$ cat config.mk
export PLATFORM = sky130hd
export DESIGN_NAME = imem_loader
export DESIGN_NICKNAME = d
export VERILOG_FILES = /design/src/rtl/imem_loader.sv
export SDC_FILE = /design/constraint.sdc
export NUM_CORES = 1
export LEC_CHECK = 0
export ABC_AREA = 1
export CAP_MARGIN = 20
export CELL_PAD_IN_SITES_DETAIL_PLACEMENT = 0
export CELL_PAD_IN_SITES_GLOBAL_PLACEMENT = 1
export CORE_ASPECT_RATIO = 0.9
export CORE_UTILIZATION = 38
export CTS_CLUSTER_DIAMETER = 100
export DETAILED_ROUTE_END_ITERATION = 7
export GPL_ROUTABILITY_DRIVEN = 0
export GPL_TIMING_DRIVEN = 1
export PLACE_DENSITY_LB_ADDON = 0.1
export SLEW_MARGIN = 20
export SYNTH_ARGS = -nofsm -noshare
export SYNTH_HDL_FRONTEND = slang
export SYNTH_SLANG_ARGS = --single-unit
$ cat constraint.sdc
create_clock -name clk -period 1.65 [get_ports clk]
set_input_delay 0.2475 -clock clk [delete_from_list [all_inputs] [get_ports clk]]
set_output_delay 0.2475 -clock clk [all_outputs]
set_load 0.02 [all_outputs]
$ cat src/rtl/imem_loader.sv
// Instruction memory loader: parses MAGIC/LEN/payload/CSUM frames from a byte
// stream, writes the payload into the byte-wide imem port, gates cpu_hold.
module imem_loader #(
    parameter int unsigned       ADDR_W        = 64,
    parameter int unsigned       MEM_BYTES     = 132,
    parameter logic [ADDR_W-1:0] BASE_ADDR     = '0,
    parameter logic [7:0]        MAGIC         = 8'hA5,
    parameter logic              HOLD_AT_RESET = 1'b1
) (
    input  logic              clk,
    input  logic              reset_n,
    input  logic              s_valid,
    input  logic [7:0]        s_data,
    output logic              s_ready,
    output logic              mem_we,
    output logic [ADDR_W-1:0] mem_addr,
    output logic [7:0]        mem_wdata,
    output logic              busy,
    output logic              done,
    output logic              err_len,
    output logic              err_csum,
    output logic              cpu_hold
);

    typedef enum logic [2:0] {
        IDLE,
        LEN_LO,
        LEN_HI,
        DATA,
        CSUM
    } state_t;

    localparam logic [16:0] MAX_LEN = 17'(MEM_BYTES);

    state_t            state_q, state_d;
    logic [7:0]        len_lo_q, len_lo_d;
    logic [15:0]       cnt_q, cnt_d;
    logic [ADDR_W-1:0] ptr_q, ptr_d;
    logic [7:0]        sum_q, sum_d;
    logic              we_d;
    logic [ADDR_W-1:0] addr_d;
    logic [7:0]        wdata_d;
    logic              busy_d, done_d, err_len_d, err_csum_d, hold_d;
    logic              xfer;
    logic [15:0]       len;

    assign xfer = s_valid & s_ready;
    assign len  = {s_data, len_lo_q};

    always_ff @(posedge clk or negedge reset_n) begin
        if (!reset_n) begin
            state_q   <= IDLE;
            len_lo_q  <= '0;
            cnt_q     <= '0;
            ptr_q     <= BASE_ADDR;
            sum_q     <= '0;
            s_ready   <= 1'b0;
            mem_we    <= 1'b0;
            mem_addr  <= BASE_ADDR;
            mem_wdata <= '0;
            busy      <= 1'b0;
            done      <= 1'b0;
            err_len   <= 1'b0;
            err_csum  <= 1'b0;
            cpu_hold  <= HOLD_AT_RESET;
        end else begin
            state_q   <= state_d;
            len_lo_q  <= len_lo_d;
            cnt_q     <= cnt_d;
            ptr_q     <= ptr_d;
            sum_q     <= sum_d;
            s_ready   <= 1'b1;
            mem_we    <= we_d;
            mem_addr  <= addr_d;
            mem_wdata <= wdata_d;
            busy      <= busy_d;
            done      <= done_d;
            err_len   <= err_len_d;
            err_csum  <= err_csum_d;
            cpu_hold  <= hold_d;
        end
    end

    always_comb begin
        state_d    = state_q;
        len_lo_d   = len_lo_q;
        cnt_d      = cnt_q;
        ptr_d      = ptr_q;
        sum_d      = sum_q;
        we_d       = 1'b0;
        addr_d     = mem_addr;
        wdata_d    = mem_wdata;
        done_d     = done;
        err_len_d  = err_len;
        err_csum_d = err_csum;
        hold_d     = cpu_hold;
        if (xfer) begin
            unique case (state_q)
                IDLE: begin
                    if (s_data == MAGIC) begin
                        state_d    = LEN_LO;
                        done_d     = 1'b0;
                        err_len_d  = 1'b0;
                        err_csum_d = 1'b0;
                        hold_d     = 1'b1;
                        sum_d      = '0;
                    end
                end
                LEN_LO: begin
                    len_lo_d = s_data;
                    state_d  = LEN_HI;
                end
                LEN_HI: begin
                    if (len == 16'd0 || {1'b0, len} > MAX_LEN) begin
                        err_len_d = 1'b1;
                        state_d   = IDLE;
                    end else begin
                        cnt_d   = len;
                        ptr_d   = BASE_ADDR;
                        state_d = DATA;
                    end
                end
                DATA: begin
                    we_d    = 1'b1;
                    addr_d  = ptr_q;
                    wdata_d = s_data;
                    ptr_d   = ptr_q + ADDR_W'(1);
                    sum_d   = sum_q + s_data;
                    cnt_d   = cnt_q - 16'd1;
                    if (cnt_q == 16'd1) state_d = CSUM;
                end
                CSUM: begin
                    if (s_data == sum_q) begin
                        done_d = 1'b1;
                        hold_d = 1'b0;
                    end else begin
                        err_csum_d = 1'b1;
                    end
                    state_d = IDLE;
                end
                default: state_d = IDLE;
            endcase
        end
        // busy tracks the state register it is loaded alongside
        busy_d = (state_d != IDLE);
    end

endmodule

==> impl_metrics.ini <==
[logic_synthesis]
yosysWarnings = 0
synthTopCellsByCount = nand2_1, dfrtp_1, nor2_1
yosysTopAreaCell = dfrtp_1
synth_ff_type = dfrtp_1
synthAdderAreaFrac = 0.0150
ys_top_cells_by_area = dfrtp_1, nand2_1, o21ai_0
syn_inst = 1327
synth-compound-area-share = 0.102
synth_top_family_by_area = simple AND/OR/NAND/NOR gates
synth_edf_count = 0
yosysMostFrequentCell = nand2_1
synth_nets = 1349
netlist.area_leader.share = 0.458
synth.distinct_cells = 38
synth_xor_area_frac = 0.00997
synthSimpleGateAreaFrac = 0.337
ys_ff_latch = 178
synth-seq-area-share = 0.461
synthMuxAreaShare = 0
postSynthAreaPerCell_um2 = 7.28
syn_area_um2 = 9670
ys_async_sr_fraction = 1.00

[global_routing]
antenna_found_initial = 1
grtUsageTotal = 0.252
overflow = 0
grt_max_degree = 68
grt_first_pass_wirelength_mm = 50.6
first_global_vias = 9454

[place]
hpwl_mm = 23.8
preCtsSetupSlack_ps = -476
port_buffers = 89
dp.cells = 1906

[routing]
routedLengthMet1_mm = 15.0
routed_wirelength_mm = 32.2
drc = 0
first_iter_violations = 693
wl_per_cell_um = 16.4
wl_met3_mm = 1.30
ant_nets = 0
vias = 9739
dr.pass1.iters = 5
viasPerCell = 4.97
wl_met2_mm = 15.3
highest_layer = met4

[critical_path]
cp-end-kind = flip-flop
worstPathArrival_ps = 2030
startpoint = s_data[2]
slowest_stage = clkdlybuf4s50_1
crit_type = in -> reg
max_stage_delay_ps = 420
crit_fanout = 23
critical_path_required_ps = 2000
crit_buf_inv = 4
path_cells = clkdlybuf4s50_1, inv_1, nand2_1, nor2_1, nand2_1, nor2_2, nand2_2, a21boi_4, buf_12, buf_12, nand4_1, o21ai_1
r2r_start = ptr_q[1]
critical-path-top-delay-family = buffers and inverters
start_kind = input pin

[clocking]
cts_root_buf = clkbuf_16
tritoncts = yes
cts_sinks = 178
cts_buffer_depth = 2
cts-buffers-inserted = 17
insertion_delay_ps = 440
h-tree-depth = 4
path_clk_slew_ps = 70

[timing]
period_needed_ps = 1680
slew_violations = 0
max_freq_ghz = 0.595
fin_ws_ps = -29.8
setup_viol = 22
finClkSkew_ps = 11.5
final-hold-violation-count = 0
min_period_over_period = 1.02
timing.hold.ws_ps = 326
rsz0062_at_grt = yes

[outcome]
status = finished, violations left
violations = negative setup slack

[finish]
fillers = 2417
finalNonFillerCells = 1960
multi_input_area_um2 = 4860
antennaDiodeCount = 0
area_growth_pct = 40.4
seq_area_um2 = 4460
nets = 1633
drive_above_1_share = 0.238

[power]
p_leak_nw = 6.90
ir_drop_mv = 0.685
powerDensity_nw_per_um2 = 782
p_total_mw = 10.6

[floorplanning]
die_h_um = 153
die-area_um2 = 26100
die_w_um = 170
rows = 54
initial_core_util = 0.393
io_pins = 90
core_area_um2 = 24600

[flow_run]
drv_cap = 0

[worst_hold_path]
hold_class = in -> async
-- metrics by stage --
step / TNS [ps] / instance area, um^2 / util
after floorplan: 0 / 9670 / -
after global placement: -32900 / 12400 / 0.504
after detailed placement: -36630 / 12400 / 0.504
after CTS: -9.70 / 13100 / 0.532
after global routing: -7350 / 13600 / 0.552
final: -265 / 13600 / 0.552
-- what timing repair did --
action,4_1_cts,5_1_grt
pin swaps,6,16
hold buffers,1,0
buffers inserted,5,11
gates cloned,1,4
setup endpoints to repair,117,118
resized for setup,96,128
hold endpoints to repair,33,0
-- flip-flops by register name (all words and copies together) (netlist names) --
| signal | flops |
|---|---|
| mem_wdata | 8 |
| sum_q | 8 |
| len_lo_q | 8 |
| cpu_hold | 1 |
| cnt_q | 16 |
| ptr_q | 64 |
| busy | 1 |
| err_csum | 1 |
| err_len | 1 |
| mem_addr | 64 |
| done | 1 |
| state_q | 3 |
| mem_we | 1 |
| s_ready | 1 |
-- power breakdown --
part / switching, mW / internal (mW)
Clock: 1.91 / 2.09
Combinational: 1.05 / 0.682
Sequential: 0.282 / 4.61
-- cells by family (layout without fill, tap and decap cells) --
family	Yosys count	count (layout)
other cells	1	1
simple gates	768	768
buf+inv	169	466
fa+ha+maj	11	11
compound gates	189	189
flops	178	178
xor+xnor	11	11
-- routing by layer --
metal	up-vias	track usage
met5	-	0
li1	4877	-
met3	32	0.0370
met1	4622	0.348
met4	0	0.0626
met2	208	0.413
-- layout by cell type (no fill, tap or decap), drive strengths merged, types with 8 or more instances in the layout --
cell,n
dlygate4sd2,58
inv,132
nand4,64
clkbuf,25
dfrtp,177
dlymetal6s2s,22
a21oi,15
ha,10
clkdlybuf4s50,8
nor2,165
xor2,8
buf,213
o21ai,161
nand3,76
nor3,14
nand2,436
-- path summary, 6_finish.rpt --
check	to	cells after the start	slack, ps
max in group asynchronous	ptr_q[49]	3	740
setup reg to reg	ptr_q[18]	8	-20
min in group clk	mem_wdata[5]	4	410
setup / recovery	ptr_q[37]	12	-30
hold reg to reg	mem_addr[46]	2	480
hold / removal	mem_addr[13]	2	330
-- final cells by class --
cell class	instances	share of cell area
flip-flops and latches	178	0.329
clock buffers	21	0.0347
clock inverters	11	0.00701
multi-input cells	980	0.358
inverters	127	0.0351
repair buffers	307	0.205
well taps	336	0.0310
(Power assumes the default switching activity.)
